==> src/rtl/wb_port_arbiter_if.sv <==
// Bus bundle for wb_port_arbiter: core write/read requests, load issue and
// response handshakes, register-file write port and status outputs.
// master = requester/environment side, slave = the arbiter.
interface wb_port_arbiter_if #(
  parameter int unsigned DATA_W = 8
);
  // Core datapath requests
  logic              core_wr_en;
  logic [3:0]        core_wr_reg;
  logic [DATA_W-1:0] core_wr_data;
  logic              core_rd_en_a;
  logic              core_rd_en_b;
  logic [3:0]        core_rd_reg_a;
  logic [3:0]        core_rd_reg_b;

  // Load issue / return path
  logic              ld_issue;
  logic [3:0]        ld_issue_reg;
  logic              ld_issue_ready;
  logic              ld_rsp_valid;
  logic [DATA_W-1:0] ld_rsp_data;
  logic              ld_rsp_ready;

  // Register-file write port and status
  logic              rf_wr_en;
  logic [3:0]        rf_wr_reg;
  logic [DATA_W-1:0] rf_wr_data;
  logic              stall;
  logic [15:0]       pending_mask;
  logic              err;
  logic [15:0]       stall_count;

  modport master (
    output core_wr_en, core_wr_reg, core_wr_data,
    output core_rd_en_a, core_rd_en_b, core_rd_reg_a, core_rd_reg_b,
    output ld_issue, ld_issue_reg, ld_rsp_valid, ld_rsp_data,
    input  ld_issue_ready, ld_rsp_ready,
    input  rf_wr_en, rf_wr_reg, rf_wr_data,
    input  stall, pending_mask, err, stall_count
  );

  modport slave (
    input  core_wr_en, core_wr_reg, core_wr_data,
    input  core_rd_en_a, core_rd_en_b, core_rd_reg_a, core_rd_reg_b,
    input  ld_issue, ld_issue_reg, ld_rsp_valid, ld_rsp_data,
    output ld_issue_ready, ld_rsp_ready,
    output rf_wr_en, rf_wr_reg, rf_wr_data,
    output stall, pending_mask, err, stall_count
  );
endinterface

==> src/rtl/wb_port_arbiter.sv <==
// wb_port_arbiter: shares the single register-file write port between the core
// datapath (priority) and the in-order load-return path. Keeps a scoreboard of
// registers with outstanding loads and stalls the core on RAW/WAW hazards.
// Optional macro WB_STALL_CNT_EN builds a saturating stall-cycle counter;
// without it stall_count is tied to zero.
// QDEPTH must be a power of two, at least 2.
module wb_port_arbiter #(
  parameter int unsigned DATA_W = 8,
  parameter int unsigned QDEPTH = 2
) (
  input  logic               clk,
  input  logic               reset,
  wb_port_arbiter_if.slave   bus
);

  localparam int unsigned PtrW = $clog2(QDEPTH);

  typedef enum logic [0:0] {StIdle, StHold} state_e;

  state_e            state_q, state_d;
  logic [15:0]       pending_q, pending_d;
  logic              err_q, err_d;
  logic              rf_wr_en_q, rf_wr_en_d;
  logic [3:0]        rf_wr_reg_q, rf_wr_reg_d;
  logic [DATA_W-1:0] rf_wr_data_q, rf_wr_data_d;
  logic [3:0]        hold_reg_q, hold_reg_d;
  logic [DATA_W-1:0] hold_data_q, hold_data_d;

  // Pending-destination FIFO; pointers carry an extra wrap bit.
  logic [3:0]        fifo_q [QDEPTH];
  logic [PtrW:0]     wr_ptr_q, wr_ptr_d;
  logic [PtrW:0]     rd_ptr_q, rd_ptr_d;
  logic              fifo_empty, fifo_full;
  logic [3:0]        fifo_head;

  logic              issue_ok, push, pop;
  logic              stall, core_go;
  logic              rsp_err;
  logic              clr_en;
  logic [3:0]        clr_idx;
  logic [15:0]       set_vec, clr_vec;

  assign fifo_empty = (wr_ptr_q == rd_ptr_q);
  assign fifo_full  = (wr_ptr_q[PtrW] != rd_ptr_q[PtrW]) &&
                      (wr_ptr_q[PtrW-1:0] == rd_ptr_q[PtrW-1:0]);
  assign fifo_head  = fifo_q[rd_ptr_q[PtrW-1:0]];

  // A register with a load in flight cannot take a second issue.
  assign issue_ok = !fifo_full && !pending_q[bus.ld_issue_reg];
  assign push     = bus.ld_issue && issue_ok;

  assign stall = (bus.core_rd_en_a && pending_q[bus.core_rd_reg_a]) ||
                 (bus.core_rd_en_b && pending_q[bus.core_rd_reg_b]) ||
                 (bus.core_wr_en   && pending_q[bus.core_wr_reg]);
  assign core_go = bus.core_wr_en && !stall;

  // Write-port arbitration and hold-slot management.
  always_comb begin
    state_d      = state_q;
    rf_wr_en_d   = 1'b0;
    rf_wr_reg_d  = rf_wr_reg_q;
    rf_wr_data_d = rf_wr_data_q;
    hold_reg_d   = hold_reg_q;
    hold_data_d  = hold_data_q;
    pop          = 1'b0;
    clr_en       = 1'b0;
    clr_idx      = 4'd0;
    rsp_err      = 1'b0;

    unique case (state_q)
      StIdle: begin
        // A response with nothing outstanding is consumed and dropped.
        if (bus.ld_rsp_valid && fifo_empty) begin
          rsp_err = 1'b1;
        end
        if (core_go) begin
          rf_wr_en_d   = 1'b1;
          rf_wr_reg_d  = bus.core_wr_reg;
          rf_wr_data_d = bus.core_wr_data;
          if (bus.ld_rsp_valid && !fifo_empty) begin
            // Park the load; its pending bit stays set until it is written.
            hold_reg_d  = fifo_head;
            hold_data_d = bus.ld_rsp_data;
            pop         = 1'b1;
            state_d     = StHold;
          end
        end else if (bus.ld_rsp_valid && !fifo_empty) begin
          rf_wr_en_d   = 1'b1;
          rf_wr_reg_d  = fifo_head;
          rf_wr_data_d = bus.ld_rsp_data;
          pop          = 1'b1;
          clr_en       = 1'b1;
          clr_idx      = fifo_head;
        end
      end
      StHold: begin
        if (core_go) begin
          rf_wr_en_d   = 1'b1;
          rf_wr_reg_d  = bus.core_wr_reg;
          rf_wr_data_d = bus.core_wr_data;
        end else begin
          rf_wr_en_d   = 1'b1;
          rf_wr_reg_d  = hold_reg_q;
          rf_wr_data_d = hold_data_q;
          clr_en       = 1'b1;
          clr_idx      = hold_reg_q;
          state_d      = StIdle;
        end
      end
      default: state_d = StIdle;
    endcase
  end

  // Scoreboard, FIFO pointer and error next-state.
  always_comb begin
    set_vec = '0;
    clr_vec = '0;
    if (push) begin
      set_vec[bus.ld_issue_reg] = 1'b1;
    end
    if (clr_en) begin
      clr_vec[clr_idx] = 1'b1;
    end
    // Set and clear never target the same register: issue requires the bit clear.
    pending_d = (pending_q | set_vec) & ~clr_vec;
    wr_ptr_d  = push ? wr_ptr_q + 1'b1 : wr_ptr_q;
    rd_ptr_d  = pop  ? rd_ptr_q + 1'b1 : rd_ptr_q;
    err_d     = err_q | (bus.ld_issue && !issue_ok) | rsp_err;
  end

  // State registers with synchronous reset.
  always_ff @(posedge clk) begin
    if (reset) begin
      state_q      <= StIdle;
      pending_q    <= '0;
      err_q        <= 1'b0;
      rf_wr_en_q   <= 1'b0;
      rf_wr_reg_q  <= '0;
      rf_wr_data_q <= '0;
      hold_reg_q   <= '0;
      hold_data_q  <= '0;
      wr_ptr_q     <= '0;
      rd_ptr_q     <= '0;
    end else begin
      state_q      <= state_d;
      pending_q    <= pending_d;
      err_q        <= err_d;
      rf_wr_en_q   <= rf_wr_en_d;
      rf_wr_reg_q  <= rf_wr_reg_d;
      rf_wr_data_q <= rf_wr_data_d;
      hold_reg_q   <= hold_reg_d;
      hold_data_q  <= hold_data_d;
      wr_ptr_q     <= wr_ptr_d;
      rd_ptr_q     <= rd_ptr_d;
    end
  end

  // FIFO storage; contents are don't-care while empty, so no reset.
  always_ff @(posedge clk) begin
    if (!reset && push) begin
      fifo_q[wr_ptr_q[PtrW-1:0]] <= bus.ld_issue_reg;
    end
  end

`ifdef WB_STALL_CNT_EN
  logic [15:0] stall_cnt_q, stall_cnt_d;

  // Saturating count of stalled cycles.
  always_comb begin
    stall_cnt_d = stall_cnt_q;
    if (stall && (stall_cnt_q != 16'hFFFF)) begin
      stall_cnt_d = stall_cnt_q + 16'd1;
    end
  end

  // Counter register.
  always_ff @(posedge clk) begin
    if (reset) begin
      stall_cnt_q <= '0;
    end else begin
      stall_cnt_q <= stall_cnt_d;
    end
  end

  assign bus.stall_count = stall_cnt_q;
`else
  assign bus.stall_count = 16'd0;
`endif

  assign bus.ld_issue_ready = issue_ok;
  assign bus.ld_rsp_ready   = (state_q == StIdle);
  assign bus.rf_wr_en       = rf_wr_en_q;
  assign bus.rf_wr_reg      = rf_wr_reg_q;
  assign bus.rf_wr_data     = rf_wr_data_q;
  assign bus.stall          = stall;
  assign bus.pending_mask   = pending_q;
  assign bus.err            = err_q;

endmodule

==> src/flat_wrapper.sv <==
// flat-port wrapper written by rule: the top's interface ports become plain ports
module wb_port_arbiter_flat 
#(
  parameter int unsigned DATA_W = 8,
  parameter int unsigned QDEPTH = 2
)
  (clk, reset, bus_core_wr_en, bus_core_wr_reg, bus_core_wr_data, bus_core_rd_en_a, bus_core_rd_en_b, bus_core_rd_reg_a, bus_core_rd_reg_b, bus_ld_issue, bus_ld_issue_reg, bus_ld_rsp_valid, bus_ld_rsp_data, bus_ld_issue_ready, bus_ld_rsp_ready, bus_rf_wr_en, bus_rf_wr_reg, bus_rf_wr_data, bus_stall, bus_pending_mask, bus_err, bus_stall_count);
  wb_port_arbiter_if #(.DATA_W(DATA_W)) bus_i ();
  input  logic clk;
  input  logic reset;
  input wire logic [$bits(bus_i.core_wr_en)-1:0] bus_core_wr_en;
  input wire logic [$bits(bus_i.core_wr_reg)-1:0] bus_core_wr_reg;
  input wire logic [$bits(bus_i.core_wr_data)-1:0] bus_core_wr_data;
  input wire logic [$bits(bus_i.core_rd_en_a)-1:0] bus_core_rd_en_a;
  input wire logic [$bits(bus_i.core_rd_en_b)-1:0] bus_core_rd_en_b;
  input wire logic [$bits(bus_i.core_rd_reg_a)-1:0] bus_core_rd_reg_a;
  input wire logic [$bits(bus_i.core_rd_reg_b)-1:0] bus_core_rd_reg_b;
  input wire logic [$bits(bus_i.ld_issue)-1:0] bus_ld_issue;
  input wire logic [$bits(bus_i.ld_issue_reg)-1:0] bus_ld_issue_reg;
  input wire logic [$bits(bus_i.ld_rsp_valid)-1:0] bus_ld_rsp_valid;
  input wire logic [$bits(bus_i.ld_rsp_data)-1:0] bus_ld_rsp_data;
  output wire logic [$bits(bus_i.ld_issue_ready)-1:0] bus_ld_issue_ready;
  output wire logic [$bits(bus_i.ld_rsp_ready)-1:0] bus_ld_rsp_ready;
  output wire logic [$bits(bus_i.rf_wr_en)-1:0] bus_rf_wr_en;
  output wire logic [$bits(bus_i.rf_wr_reg)-1:0] bus_rf_wr_reg;
  output wire logic [$bits(bus_i.rf_wr_data)-1:0] bus_rf_wr_data;
  output wire logic [$bits(bus_i.stall)-1:0] bus_stall;
  output wire logic [$bits(bus_i.pending_mask)-1:0] bus_pending_mask;
  output wire logic [$bits(bus_i.err)-1:0] bus_err;
  output wire logic [$bits(bus_i.stall_count)-1:0] bus_stall_count;
  assign bus_i.core_wr_en = bus_core_wr_en;
  assign bus_i.core_wr_reg = bus_core_wr_reg;
  assign bus_i.core_wr_data = bus_core_wr_data;
  assign bus_i.core_rd_en_a = bus_core_rd_en_a;
  assign bus_i.core_rd_en_b = bus_core_rd_en_b;
  assign bus_i.core_rd_reg_a = bus_core_rd_reg_a;
  assign bus_i.core_rd_reg_b = bus_core_rd_reg_b;
  assign bus_i.ld_issue = bus_ld_issue;
  assign bus_i.ld_issue_reg = bus_ld_issue_reg;
  assign bus_i.ld_rsp_valid = bus_ld_rsp_valid;
  assign bus_i.ld_rsp_data = bus_ld_rsp_data;
  assign bus_ld_issue_ready = bus_i.ld_issue_ready;
  assign bus_ld_rsp_ready = bus_i.ld_rsp_ready;
  assign bus_rf_wr_en = bus_i.rf_wr_en;
  assign bus_rf_wr_reg = bus_i.rf_wr_reg;
  assign bus_rf_wr_data = bus_i.rf_wr_data;
  assign bus_stall = bus_i.stall;
  assign bus_pending_mask = bus_i.pending_mask;
  assign bus_err = bus_i.err;
  assign bus_stall_count = bus_i.stall_count;
  wb_port_arbiter #(.DATA_W(DATA_W), .QDEPTH(QDEPTH)) u_core (.clk(clk), .reset(reset), .bus(bus_i));
endmodule
==> config.mk <==
export PLATFORM = sky130hd
export DESIGN_NAME = wb_port_arbiter_flat
export DESIGN_NICKNAME = d
export VERILOG_FILES = /design/src/rtl/wb_port_arbiter_if.sv /design/src/rtl/wb_port_arbiter.sv /design/src/flat_wrapper.sv
export SDC_FILE = /design/constraint.sdc
export NUM_CORES = 1
export LEC_CHECK = 0
export ABC_CLOCK_PERIOD_IN_PS = 3300
export BUFFER_PORTS_ARGS = -buffer_cell sky130_fd_sc_hd__clkbuf_2
export CORE_MARGIN = 2
export CORE_UTILIZATION = 35
export CTS_CLUSTER_DIAMETER = 40
export DETAILED_ROUTE_END_ITERATION = 10
export SETUP_SLACK_MARGIN = 0.15
export SYNTH_ARGS = -nofsm -noshare
export SYNTH_HDL_FRONTEND = slang
export SYNTH_SLANG_ARGS = --single-unit
export TNS_END_PERCENT = 5
==> constraint.sdc <==
create_clock -name clk -period 3.3 [get_ports clk]
set_clock_uncertainty 0.1 [all_clocks]
set_input_delay 0.495 -clock clk [delete_from_list [all_inputs] [get_ports clk]]
set_output_delay 0.495 -clock clk [all_outputs]
set_load 0.02 [all_outputs]
# == Word level (Yosys, flattened, before mapping) ==
# Memories as Yosys holds them, arrays and structs flattened. A register that Yosys moved wholly into a read port is not among the register bits.
# Cells that the tools add are included.
# totals
mem_count,1
ff_bits,47
output_inout_bits,49
input_bits,39
ram_bits,8
# op_classes
bitwise,6
n_addsub,2
n_eq_ne,4
muxes,42
n_lt_le_gt_ge,7
n_reduce_logical,22
# memory_table
memory,depth,width,rd,rd_clocked_by_memory_dff,wr,line,text
u_core.fifo_q,2,4,1,1,1,wb_port_arbiter.sv:30,logic [3:0] fifo_q [QDEPTH];
# op_table
op,n
$mux 16,2
$lt 4x5->1 const B,5
$mux 4,6
$mux 8,3
$mux 1,19
$and 16x16->16,1
$bmux 1 s4,4
$not 16->16,1
$or 16x16->16,1
$pmux 4 s2,2
$pmux 8 s2,1
$logic_and 1x1->1,13
$demux 1 s4,2
$ge 4x1->1 const B,2
$logic_not 1->1,6
$pmux 1 s2,3
$add 2x1->2 const B,2
$ne 3x1->1 const B,1
$reduce_and 3->1,1
$eq 2x2->1,1
$logic_or 1x1->1,2
$or 1x1->1,2
$eq 1x1->1,1
$ne 1x1->1,1
$not 1->1,1

# == Depth between registers and ports, before layout ==
# depth
ltp_word,16
mapped_depth,9
mapped_depth_nobuf,6

# == Least setup slack after synthesis ==
# No wires, ideal clock.
# synth_timing
path_kind,input port to flip-flop
startpoint,in bus_ld_issue_reg[1]
endpoint,"mem u_core.fifo_q[1][0], enable pin"
setup_time_ns,0.379
path_slack_ns,0.574
path_stages,4
required_ns,2.821
arrival_ns,2.248
n_path_buf,1
path_cell_list,clkbuf_1 mux4_2 mux4_2 nor4b_1
# synth_via
elab_chain_cells,8
# synth_rtl
item,line,text
start: declaration,flat_wrapper.sv:19,input wire logic [$bits(bus_i.ld_issue_reg)-1:0] bus_ld_issue_reg;
$bmux 1 s4,wb_port_arbiter.sv:49,assign issue_ok = !fifo_full && !pending_q[bus.ld_issue_reg];
$mux 1 (not written as such),wb_port_arbiter.sv:49,
$logic_not 1->1,wb_port_arbiter.sv:49,
$logic_and 1x1->1,wb_port_arbiter.sv:49,
$logic_and 1x1->1,wb_port_arbiter.sv:50,assign push = bus.ld_issue && issue_ok;
$logic_and 1x1->1,wb_port_arbiter.sv:160,if (!reset && push) begin
$mux 1,wb_port_arbiter.sv:160,
$mux 1 (not written as such),wb_port_arbiter.sv:161,fifo_q[wr_ptr_q[PtrW-1:0]] <= bus.ld_issue_reg;
end: declaration,wb_port_arbiter.sv:30,
# Every way passes these cells. The select of a mux whose other input is x is not followed.

# == Worst setup path in the final report ==
# layout_timing
startpoint,in bus_core_rd_reg_a[1]
endpoint,out bus_stall
# layout_via
elab_chain_cells,5
# layout_rtl
item,line,text
start: declaration,flat_wrapper.sv:16,input wire logic [$bits(bus_i.core_rd_reg_a)-1:0] bus_core_rd_reg_a;
$bmux 1 s4,wb_port_arbiter.sv:52,assign stall = (bus.core_rd_en_a && pending_q[bus.core_rd_reg_a]) ||
$mux 1 (not written as such),wb_port_arbiter.sv:52,
$logic_and 1x1->1,wb_port_arbiter.sv:52,
$logic_or 1x1->1,wb_port_arbiter.sv:52,
$logic_or 1x1->1,wb_port_arbiter.sv:53,(bus.core_rd_en_b && pending_q[bus.core_rd_reg_b]) ||
end: declaration,flat_wrapper.sv:27,output wire logic [$bits(bus_i.stall)-1:0] bus_stall;
# Every way passes these cells. The select of a mux whose other input is x is not followed.

==> reports/qor.txt <==
Total GRT Usage: 17.2%
Non-Filler Instances: 512
Asr flop ratio synth: 0%
Slowest Stage Delay on Critical Path: 520 ps
Most common cell in the netlist: dfxtp_1
Final Setup Violations: 0
Ranking of synthesized cells by area: dfxtp_1, mux4_2, mux2i_1, edfxtp_1, a21oi_1
Vias in the first global route: 2695
Max FFs per register: 16
Placed insts: 504
Sw Ratio: 38.1%
CTS Buf Count: 5
Pwr Density: 556 nW/um^2
Core ar.: 9060 um^2
Flop2flop setup slack: 800 ps
Die width: 100 um
# rows: 35
Routed WL: 8.77 mm
R2R depth: 6
Sequential share of the synthesized area: 37.3%
DR pass1 iterations: 4
CP Capture Type: output port
Max Freq: 353 MHz
Max-cap viol count: 0
Port bufs: 71
Avg Inst Size Synth: 9.40 um^2
Dpl hpwl: 6.25 mm
Area grow syn2layout: 13.8%
Startpoint types: input port
#FFs+latches synth: 56
N_diodes: 0
Sequential fraction of design power: 42.0%
CTS max path bufs: 2
Post-layout min period: 2830 ps
Vias/cell: 5.73
Static Leak: 1.39 nW
P_int: 1.26 mW
Status: finished, final reports clean
Worst Tran Pin Value: 741 ps
WP data arrival: 2240 ps
Setup WS pre-CTS: 469 ps
Cell count along the critical path: 6
Initial antenna violation count: 0
Crit Path Class: in -> out
Slowest CP cell: mux4_2
Root Driver: clkbuf_8
Total power: 2.04 mW
RSZ-0062 raised after global routing: no
Post-detailed-route count of antenna-violating nets: 0
CP delay by family, top: simple AND/OR/NAND/NOR gates
Combinational share of power: 35.1%
Synth Warn #: 0
Synth cell types: 49
Final #Nets: 439
Post-synth EDFFs: 8
Fin. Hold Viols: 0
Clock Latency Late Sink: 320 ps
Hold depth: 3
DRC Markers: 0
Die Area: 9990 um^2
Max-slew headroom: 50.2%
TritonCTS clock tree: done
Hold crit path type: in -> reg
Clk sinks: 56
DIE HEIGHT: 100 um
Final Wtd Congestion: 0.820
Worst path buffer plus inverter count: 2
Fraction of layout cells with a size suffix above 1: 25.9%
Cts-stage hold buffer count: 0
Most instantiated cells after synthesis: dfxtp_1, a21oi_1, o21ai_0, nand3_1, mux2i_1
Synth area leader: dfxtp_1
Placed Area: 3550 um^2
Worst setup margin: 466 ps
H-tree Lvls: 2
Final period utilization: 85.9%
Avg WL per Cell: 17.1 um
Gate Count Post-Synth: 343
Required time worst endpoint: 2700 ps
Clock group share of total power: 22.9%
First-pass GRT wire length: 13.6 mm
Initial Utilization: 35.6%
Post-synthesis cell area: 3220 um^2
Global route total overflow: 0
Sw power: 777 uW
Worst VDD drop: 0.204 mV
Final Slew Violations: 0
Ys flop type: dfxtp_1
Share of the synthesized area in the top cell type: 29.8%
CP Cell Sequence: clkbuf_2 > mux4_2 > o2111ai_1 > and4_2 > nand3b_1 > clkbuf_2
Post-CTS resize count: 0
Largest net degree at the start of global routing: 49
Ports: 88
Final setup TNS: 0 ps
Clk pin slew, worst setup/hold paths: 100 ps
Initial DRC count: 142
Worst Path Max Fanout: 13
Design area: 3670 um^2
Most Frequent Cell on Critical Path: clkbuf_2
Via count: 2934
Setup bufs post-CTS: 0
-- placed cells by master, fill, tap and decap left out, drive strengths merged, types with 2 or more instances in the layout --
cell / n
a211oi: 5
a21oi: 37
a22oi: 7
a311oi: 19
a31oi: 4
and2: 2
buf: 7
clkbuf: 76
conb: 16
dfxtp: 48
edfxtp: 8
inv: 9
mux2i: 24
mux4: 11
nand2: 11
nand2b: 2
nand3: 25
nand3b: 2
nor2: 15
nor2b: 7
nor3: 5
nor4: 2
nor4b: 3
o2111ai: 5
o21ai: 29
xnor2: 4
xor2: 3
-- cell type report --
| cell class | count | area, um^2 |
|---|---|---|
| inverters | 8 | 30.0 |
| multi-input cells | 251 | 1780 |
| clock buffers | 5 | 68.8 |
| repair buffers | 78 | 408 |
| well taps | 111 | 139 |
| clock inverters | 3 | 46.3 |
| fillers | 902 | 5400 |
| flip-flops and latches | 56 | 1200 |
-- worst paths after layout --
path | startpoint | end
setup / recovery | bus_core_rd_reg_a[1] | bus_stall
hold / removal | bus_core_wr_data[0] | u_core.bus.rf_wr_data[0]
setup reg to reg | u_core.bus.pending_mask[11] | u_core.bus.rf_wr_reg[2]
hold reg to reg | u_core.hold_data_q[3] | u_core.hold_data_q[3]
-- cells by family after synthesis --
kind of cell	share of synthesized area, %
AOI/OAI and AO/OA	22.4
and+or+nand+nor	13.5
DFF	37.3
buffers and inverters	9.39
muxes	15.5
xor gates and xnor gates	1.90
other	0.116
-- metrics by stage --
step | hold slack, ps | utilization, %
floorplan | 354 | -
finish | 306 | 40.5
global route | 300 | 40.5
CTS | 303 | 40.5
detailed placement | 367 | 39.2
global placement | 361 | 39.2
-- power groups by stage --
stage / clock network (mW) / registers [mW] / logic, mW
floorplan: 0 / 0.893 / 0.514
global placement: 0 / 0.868 / 0.709
detailed placement: 0 / 0.872 / 0.712
CTS: 0.478 / 0.857 / 0.715
global route: 0.506 / 0.869 / 0.791
finish: 0.467 / 0.857 / 0.717
-- routing by layer --
layer | routed length (um) | GRT usage (%) | up-vias
li1 | - | - | 1391
met5 | 0 | 0 | -
met3 | 434 | 4.53 | 14
met2 | 4330 | 28.3 | 96
met1 | 3870 | 22.5 | 1433
met4 | 132 | 4.85 | 0
-- worst min-delay path, cell delays in order --
cell,delay [ps]
clkbuf_2,80
nand3_1,50
a21oi_1,50
Note: power is estimated with default switching activity, not from simulation.
